--- src/rtl/red_ghost_pixel_gen_if.sv ---
// Pixel-fetch bus for the red ghost: scan/ghost state in, sprite ROM port, palette index out.
interface red_ghost_pixel_gen_if #(
  parameter int ADDR_W = 11
);
  logic              frame_start;
  logic              pause;
  logic [9:0]        ghost_x;
  logic [9:0]        ghost_y;
  logic [1:0]        dir;
  logic [9:0]        draw_x;
  logic [9:0]        draw_y;
  logic              pix_valid;
  logic [ADDR_W-1:0] rom_addr;
  logic [4:0]        rom_data;
  logic [4:0]        pal_index;
  logic              ghost_hit;
  logic              out_valid;

  modport master (
    output frame_start, pause, ghost_x, ghost_y, dir, draw_x, draw_y, pix_valid, rom_data,
    input  rom_addr, pal_index, ghost_hit, out_valid
  );

  modport slave (
    input  frame_start, pause, ghost_x, ghost_y, dir, draw_x, draw_y, pix_valid, rom_data,
    output rom_addr, pal_index, ghost_hit, out_valid
  );
endinterface

--- src/rtl/red_ghost_pixel_gen.sv ---
// Red ghost sprite fetch: frame-latched position/direction, walk animation timer, 2-cycle ROM fetch.
// Optional macro RED_GHOST_MIRROR_EN: left-facing frames come from mirrored right-facing columns.
module red_ghost_pixel_gen #(
  parameter int SPRITE_W        = 16,
  parameter int SPRITE_H        = 16,
  parameter int ANIM_DIV        = 8,
  parameter int TRANSPARENT_IDX = 0,
  parameter int ADDR_W          = 11
) (
  input  logic                 clk,
  input  logic                 reset_n,
  red_ghost_pixel_gen_if.slave bus
);
  localparam int XW = $clog2(SPRITE_W);
  localparam int YW = $clog2(SPRITE_H);
  localparam int CW = (ANIM_DIV > 1) ? $clog2(ANIM_DIV) : 1;
  localparam logic signed [10:0] W_MAX = 11'(SPRITE_W - 1);
  localparam logic signed [10:0] H_MAX = 11'(SPRITE_H - 1);

  function automatic logic in_range(input logic signed [10:0] v, input logic signed [10:0] hi);
    return (v >= 11'sd0) && (v <= hi);
  endfunction

  logic [9:0]    shadow_x_q, shadow_x_d;
  logic [9:0]    shadow_y_q, shadow_y_d;
  logic [1:0]    shadow_dir_q, shadow_dir_d;
  logic [CW-1:0] anim_cnt_q, anim_cnt_d;
  logic          anim_phase_q, anim_phase_d;

  always_comb begin
    shadow_x_d   = shadow_x_q;
    shadow_y_d   = shadow_y_q;
    shadow_dir_d = shadow_dir_q;
    anim_cnt_d   = anim_cnt_q;
    anim_phase_d = anim_phase_q;
    if (bus.frame_start) begin
      shadow_x_d   = bus.ghost_x;
      shadow_y_d   = bus.ghost_y;
      shadow_dir_d = bus.dir;
      if (!bus.pause) begin
        if (anim_cnt_q == CW'(ANIM_DIV - 1)) begin
          anim_cnt_d   = '0;
          anim_phase_d = ~anim_phase_q;
        end else begin
          anim_cnt_d = anim_cnt_q + 1'b1;
        end
      end
    end
  end

  // Stage 0: box test and ROM address from the frame-latched ghost state
  logic signed [10:0] dx_p0, dy_p0;
  logic [XW-1:0]      col_p0;
  logic [YW-1:0]      row_p0;
  logic [1:0]         dir_p0;
  logic               in_box_p0;
  logic [ADDR_W-1:0]  addr_p0;

  always_comb begin
    dx_p0     = $signed({1'b0, bus.draw_x} - {1'b0, shadow_x_q});
    dy_p0     = $signed({1'b0, bus.draw_y} - {1'b0, shadow_y_q});
    in_box_p0 = bus.pix_valid & in_range(dx_p0, W_MAX) & in_range(dy_p0, H_MAX);
    col_p0    = dx_p0[XW-1:0];
    row_p0    = dy_p0[YW-1:0];
    dir_p0    = shadow_dir_q;
`ifdef RED_GHOST_MIRROR_EN
    if (shadow_dir_q == 2'd1) begin
      dir_p0 = 2'd0;
      col_p0 = XW'(SPRITE_W - 1) - dx_p0[XW-1:0];
    end
`endif
    addr_p0 = ADDR_W'({dir_p0, anim_phase_q, row_p0, col_p0});
  end

  logic [ADDR_W-1:0] rom_addr_q;
  logic              in_box_p1_q, vld_p1_q;
  logic [4:0]        pal_p2_q;
  logic              hit_p2_q, vld_p2_q;

  always_ff @(posedge clk) begin
    if (!reset_n) begin
      shadow_x_q   <= '0;
      shadow_y_q   <= '0;
      shadow_dir_q <= '0;
      anim_cnt_q   <= '0;
      anim_phase_q <= 1'b0;
      rom_addr_q   <= '0;
      in_box_p1_q  <= 1'b0;
      vld_p1_q     <= 1'b0;
      pal_p2_q     <= '0;
      hit_p2_q     <= 1'b0;
      vld_p2_q     <= 1'b0;
    end else begin
      shadow_x_q   <= shadow_x_d;
      shadow_y_q   <= shadow_y_d;
      shadow_dir_q <= shadow_dir_d;
      anim_cnt_q   <= anim_cnt_d;
      anim_phase_q <= anim_phase_d;
      rom_addr_q   <= addr_p0;
      in_box_p1_q  <= in_box_p0;
      vld_p1_q     <= bus.pix_valid;
      // Stage 1 -> 2: ROM data is valid now; register the palette result
      pal_p2_q     <= in_box_p1_q ? bus.rom_data : 5'd0;
      hit_p2_q     <= in_box_p1_q & (bus.rom_data != 5'(TRANSPARENT_IDX));
      vld_p2_q     <= vld_p1_q;
    end
  end

  assign bus.rom_addr  = rom_addr_q;
  assign bus.pal_index = pal_p2_q;
  assign bus.ghost_hit = hit_p2_q;
  assign bus.out_valid = vld_p2_q;
endmodule

--- src/flat_wrapper.sv ---
// flat-port wrapper written by rule: the top's interface ports become plain ports
module red_ghost_pixel_gen_flat 
#(
  parameter int SPRITE_W        = 16,
  parameter int SPRITE_H        = 16,
  parameter int ANIM_DIV        = 8,
  parameter int TRANSPARENT_IDX = 0,
  parameter int ADDR_W          = 11
)
  (clk, reset_n, bus_frame_start, bus_pause, bus_ghost_x, bus_ghost_y, bus_dir, bus_draw_x, bus_draw_y, bus_pix_valid, bus_rom_data, bus_rom_addr, bus_pal_index, bus_ghost_hit, bus_out_valid);
  red_ghost_pixel_gen_if #(.ADDR_W(ADDR_W)) bus_i ();
  input  logic clk;
  input  logic reset_n;
  input wire logic [$bits(bus_i.frame_start)-1:0] bus_frame_start;
  input wire logic [$bits(bus_i.pause)-1:0] bus_pause;
  input wire logic [$bits(bus_i.ghost_x)-1:0] bus_ghost_x;
  input wire logic [$bits(bus_i.ghost_y)-1:0] bus_ghost_y;
  input wire logic [$bits(bus_i.dir)-1:0] bus_dir;
  input wire logic [$bits(bus_i.draw_x)-1:0] bus_draw_x;
  input wire logic [$bits(bus_i.draw_y)-1:0] bus_draw_y;
  input wire logic [$bits(bus_i.pix_valid)-1:0] bus_pix_valid;
  input wire logic [$bits(bus_i.rom_data)-1:0] bus_rom_data;
  output wire logic [$bits(bus_i.rom_addr)-1:0] bus_rom_addr;
  output wire logic [$bits(bus_i.pal_index)-1:0] bus_pal_index;
  output wire logic [$bits(bus_i.ghost_hit)-1:0] bus_ghost_hit;
  output wire logic [$bits(bus_i.out_valid)-1:0] bus_out_valid;
  assign bus_i.frame_start = bus_frame_start;
  assign bus_i.pause = bus_pause;
  assign bus_i.ghost_x = bus_ghost_x;
  assign bus_i.ghost_y = bus_ghost_y;
  assign bus_i.dir = bus_dir;
  assign bus_i.draw_x = bus_draw_x;
  assign bus_i.draw_y = bus_draw_y;
  assign bus_i.pix_valid = bus_pix_valid;
  assign bus_i.rom_data = bus_rom_data;
  assign bus_rom_addr = bus_i.rom_addr;
  assign bus_pal_index = bus_i.pal_index;
  assign bus_ghost_hit = bus_i.ghost_hit;
  assign bus_out_valid = bus_i.out_valid;
  red_ghost_pixel_gen #(.SPRITE_W(SPRITE_W), .SPRITE_H(SPRITE_H), .ANIM_DIV(ANIM_DIV), .TRANSPARENT_IDX(TRANSPARENT_IDX), .ADDR_W(ADDR_W)) u_core (.clk(clk), .reset_n(reset_n), .bus(bus_i));
endmodule
--- config.mk ---
export PLATFORM = sky130hd
export DESIGN_NAME = red_ghost_pixel_gen_flat
export DESIGN_NICKNAME = d
export VERILOG_FILES = /design/src/rtl/red_ghost_pixel_gen_if.sv /design/src/rtl/red_ghost_pixel_gen.sv /design/src/flat_wrapper.sv
export SDC_FILE = /design/constraint.sdc
export NUM_CORES = 1
export LEC_CHECK = 0
export ABC_AREA = 1
export CAP_MARGIN = 25
export CORE_AREA = 2 2 76 78
export CTS_CLUSTER_SIZE = 28
export DETAILED_ROUTE_END_ITERATION = 10
export DIE_AREA = 0 0 78 80
export PLACE_DENSITY = 0.79
export SLEW_MARGIN = 40
export SYNTH_ARGS = -nofsm -noshare
export SYNTH_HDL_FRONTEND = slang
export SYNTH_SLANG_ARGS = --single-unit
--- constraint.sdc ---
create_clock -name clk -period 2.1 [get_ports clk]
set_input_delay 0.21 -clock clk [delete_from_list [all_inputs] [get_ports clk]]
set_output_delay 0.21 -clock clk [all_outputs]
set_load 0.05 [all_outputs]
=== Yosys cells after proc, flatten, opt, wreduce, memory -nomap -nowiden ===
Cells that the tools add are included.

* Bits in registers: 46
* Output and inout port bits: 18
* Logic and storage cells: 31

* Add/subtract/negate cells: 3
* Magnitude comparators: 4
* Equal/unequal tests: 1
* Multiplexer cells: 1
* Bitwise gates (word level): 5
* Reduce and logical (&&, ||, !) cells: 6

{| class="wikitable"
|+ Operators with widths
! kind !! count
|-
| $ge 11x1->1 const B || 2
|-
| $le 11x5->1 const B || 2
|-
| $sub 10x10->11 || 2
|-
| $reduce_bool 5->1 || 1
|-
| $reduce_and 2->1 || 2
|-
| $add 3x1->3 const B || 1
|-
| $and 1x1->1 || 3
|-
| $eq 3x3->1 const B || 1
|-
| $mux 3 || 1
|-
| $reduce_and 3->1 || 1
|-
| $logic_and 1x1->1 || 2
|-
| $not 1->1 || 2
|}

=== Longest topological paths before layout ===
* Depth in word-level cells: 5
* Gate-level depth with buffers: 14

=== Least setup slack after synthesis ===
Ideal clock, no wire load.

* Path type: register -> register
* From: register u_core.shadow_y_q[0]
* To: register u_core.in_box_p1_q
* Setup time: 0.064 ns
* Data arrival time: 1.586 ns
* Data required time: 2.036 ns
* Setup slack: 0.451 ns
* Stages on the path, launching flop included: 14
* Cells stage by stage: dfxtp_1 ha_1 fa_1 inv_1 nand2_1 nand2_1 nand3_1 nand2_1 nand2_1 nand2_1 nand2_1 nor2_1 nand3_1 nor2_1

* Word-level cells in the longest chain between the ends: 4
* Elaborated cells between the ends (all ways): 5
* Those cells by class: 1 x add/sub; 2 x order compare; 1 x bitwise; 1 x reduce/logical

{| class="wikitable"
|+ RTL lines
! what !! RTL line !! source
|-
| start: declaration || red_ghost_pixel_gen.sv:25 || <nowiki>logic [9:0] shadow_y_q, shadow_y_d;</nowiki>
|-
| start signal: assignment || red_ghost_pixel_gen.sv:95 || <nowiki>shadow_y_q <= shadow_y_d;</nowiki>
|-
| $sub 10x10->11 (*) || red_ghost_pixel_gen.sv:61 || <nowiki>dy_p0 = $signed({1'b0, bus.draw_y} - {1'b0, shadow_y_q});</nowiki>
|-
| $ge 11x1->1 / $le 11x5->1 (equally long branches) || red_ghost_pixel_gen.sv:21 || <nowiki>return (v >= 11'sd0) && (v <= hi);</nowiki>
|-
| $logic_and 1x1->1 (*) || red_ghost_pixel_gen.sv:21 ||
|-
| $and 1x1->1 (*) || red_ghost_pixel_gen.sv:62 || <nowiki>in_box_p0 = bus.pix_valid & in_range(dx_p0, W_MAX) & in_range(dy_p0, H_MAX);</nowiki>
|-
| end signal: assignment || red_ghost_pixel_gen.sv:100 || <nowiki>in_box_p1_q <= in_box_p0;</nowiki>
|-
| end: declaration || red_ghost_pixel_gen.sv:76 || <nowiki>logic in_box_p1_q, vld_p1_q;</nowiki>
|}

Every way passes the cells marked *; elsewhere a longest branch is shown, timed or not.
A chain may end at the register's enable or synchronous reset.

=== Worst setup path in the final report ===
* From: input port bus_draw_y[0]
* To: register u_core.in_box_p1_q

* Word-level cells in the longest chain between the ends: 4
* Elaborated cells between the ends (all ways): 5
* Those cells by class: 1 x add/sub; 2 x order compare; 1 x bitwise; 1 x reduce/logical

{| class="wikitable"
|+ RTL lines
! what !! RTL line !! source
|-
| start: declaration || flat_wrapper.sv:20 || <nowiki>input wire logic [$bits(bus_i.draw_y)-1:0] bus_draw_y;</nowiki>
|-
| $sub 10x10->11 (*) || red_ghost_pixel_gen.sv:61 ||
|-
| $ge 11x1->1 / $le 11x5->1 (equally long branches) || red_ghost_pixel_gen.sv:21 ||
|-
| $logic_and 1x1->1 (*) || red_ghost_pixel_gen.sv:21 ||
|-
| $and 1x1->1 (*) || red_ghost_pixel_gen.sv:62 ||
|}

Marked as above.

==> flow_summary.ini <==
[cells_and_area]
area_growth_pct = 35.95
drive_above_1_share_pct = 4.232
final_common_cell = nand2_1
nFillCells = 478
nets = 524
n_antenna_cell = 0
most-common-layout-cells = 86 x nand2_1, 75 x inv_1, 69 x clkdlybuf4s50_1, 46 x dfxtp_1, 37 x nor2_1
fin_util_pct = 64.17

[route]
routed_wl_um = 5681
drc = 0
first_iter_violations = 79
wire_per_inst_um = 10.90
ant_nets = 0
dr.pass1.iters = 5
viasPerCell = 4.837
vias = 2520

[die]
fp.coreArea_mm2 = 0.005405
dieArea_mm2 = 0.006240
start_util_pct = 47.20
die-width_um = 78
pin_count = 70
dieHeight_um = 80
rows = 27

[yosys]
synth.distinct_cells = 24
synthMuxAreaShare_pct = 0
syn_area_mm2 = 0.002551
synth_nets = 449
synth_seq_cells = 46
synth-compound-area-share_pct = 13.59
yosys.area_share.simple_pct = 24.87
synth_top_family_by_area = simple AND/OR/NAND/NOR gates
ys_warn_count = 0
synth_fa_ha_area_share_pct = 12.36
yosysSeqAreaShare_pct = 36.10
synth_area_per_cell_um2 = 6.840
synth-xor-area-share_pct = 1.030
syn_inst = 373

[global_route]
grt_pass1_wl_um = 9618
grt_usage_pct = 18.89
grt_max_degree = 41
antenna_found_initial = 0
grt_pass1_vias = 2422
grt_remaining_overflow = 0

[clock_tree]
htree_num_levels = 2
clockBufferDepth = 2
cts_setup_buffers = 0
clkTransAtPathRegs_ps = 90
hold_buffers = 0
cts_buffers = 5
cts_root_buf = clkbuf_8
clk_latency_ps = 300
tritoncts = done
clock-sinks = 46

[pwr]
p_seq_share_pct = 41.8
ir_drop_v = 0.0003784
p_leak_nw = 1.729
p_int_mw = 1.563
swShare_pct = 30.82
total_power_mw = 2.259
p_sw_mw = 0.6961
power.density_mw_per_mm2 = 651.2
clkPwrFrac_pct = 29.4
pwr-share-comb_pct = 28.8

[placed_design]
dp.final_hpwl_um = 4491
io_buffer_count = 69
gp_congestion = 0.8758

[sta]
drv_slew = 0
period_minus_slack_ps = 1938
fin_crit_sh_pct = 92.29
holdWs_ps = 431.3
finalSetupViolations = 0
fmax_ghz = 0.5160
skew_ps = 6.091
final-hold-violation-count = 0
maxSlewHeadroom_pct = 66.36
worst_slew_pin_slew_ps = 503.0

[worst_setup_path]
crit_required_ps = 2340
critPathMaxFanout = 3
cp-end-kind = flip-flop
criticalPathCategory = input pin to flip-flop
cp.arrival_ps = 2180
crit_path_start_kind = input pin

[worst_hold_path]
min_path_type = flip-flop to flip-flop

[run]
max_cap_violations = 0

[run_status]
outcome = finished, final reports clean
-- state kept, by name, indices dropped and copies added (netlist names) --
register and flops:
u_core.bus.rom_addr 11, u_core.shadow_x_q 10, u_core.shadow_y_q 10, u_core.bus.pal_index 5, u_core.anim_cnt_q 3, u_core.dir_p0 2, u_core.anim_phase_q 1, u_core.bus.ghost_hit 1
u_core.bus.out_valid 1, u_core.in_box_p1_q 1, u_core.vld_p1_q 1
-- critical path, cell delays in order --
cell and delay, ps:
clkdlybuf4s50_1 470, inv_1 50, ha_1 220, fa_2 350, inv_1 80, nand2_1 90, nand2_2 90, nand3_1 90
nand2_1 90, nand2_1 50, nand2_1 50, nand2_1 70, nor2_2 110, nand3_1 70, nor2_1 80
-- per-layer routing --
layer	track usage (%)	share of wire (%)	vias up
met3	3.394	4.9	8
met4	5.965	1.7	0
li1	-	-	1320
met1	21.59	45	1128
met2	35.52	48	64
met5	0	0	-
-- area by class of cell --
type                    count  area (µm²)  share of cell area, %
flip-flops and latches     46       920.9                  26.55
clock inverters             2       37.54                  1.082
clock buffers               6       72.57                  2.092
repair buffers             75       735.7                  21.21
multi-input cells         245        1330                  38.35
inverters                  75       281.5                  8.117
well taps                  72       90.09                  2.597
-- power by group through the flow --
stage | Combinational, mW | Clock, mW | Sequential, mW
finish | 0.652 | 0.663 | 0.944
CTS | 0.649 | 0.684 | 0.944
global placement | 0.630 | 0 | 0.962
detailed placement | 0.644 | 0 | 0.964
floorplan | 0.350 | 0 | 1.03
global route | 0.735 | 0.713 | 0.949
-- metrics by stage --
stage	setup TNS, ps	setup slack (ps)	area, µm²	cells
floorplan	0	450.6	2551	373
finish	0	162.0	3468	521
detailed placement	-209.7	-209.7	3351	513
global route	-1.551	-1.551	3468	521
CTS	0	94.15	3461	521
global placement	-63.54	-63.54	3351	513
-- worst paths after layout --
check | startpoint | end | slack [ps] | depth (start not counted)
setup reg to reg | u_core.shadow_y_q[0] | u_core.in_box_p1_q | 290 | 13
hold / removal | u_core.vld_p1_q | u_core.bus.out_valid | 430 | 2
hold reg to reg | u_core.vld_p1_q | u_core.bus.out_valid | 430 | 2
setup / recovery | bus_draw_y[0] | u_core.in_box_p1_q | 160 | 15
-- timing repair --
item	CTS	global route
setup endpoints to repair	0	1
resized for setup	0	3
hold endpoints to repair	0	0
-- Yosys cell counts, drive strengths merged --
cell	instances	area (µm²)
buf	1	3.750
nand4	6	37.54
xor2	3	26.28
a31oi	1	6.260
ha	22	275.3
o211a	1	10.01
inv	75	281.5
and2	1	6.260
a21boi	1	7.510
clkbuf	6	22.52
a21oi	29	145.1
nand3b	4	30.03
nor2	38	142.6
or2	1	6.260
o21ai	30	153.9
o21bai	2	15.01
nand3	14	75.07
a31o	1	8.760
nand2	87	326.6
fa	2	40.04
nor3	2	10.01
dfxtp	46	920.9
-- cell families after synthesis --
| logic type | Yosys count |
|---|---|
| xor+xnor | 3 |
| flops | 46 |
| fa+ha+maj | 24 |
| buf+inv | 82 |
| compound gates | 65 |
| simple gates | 153 |
Power figures use the tool's default switching activity.
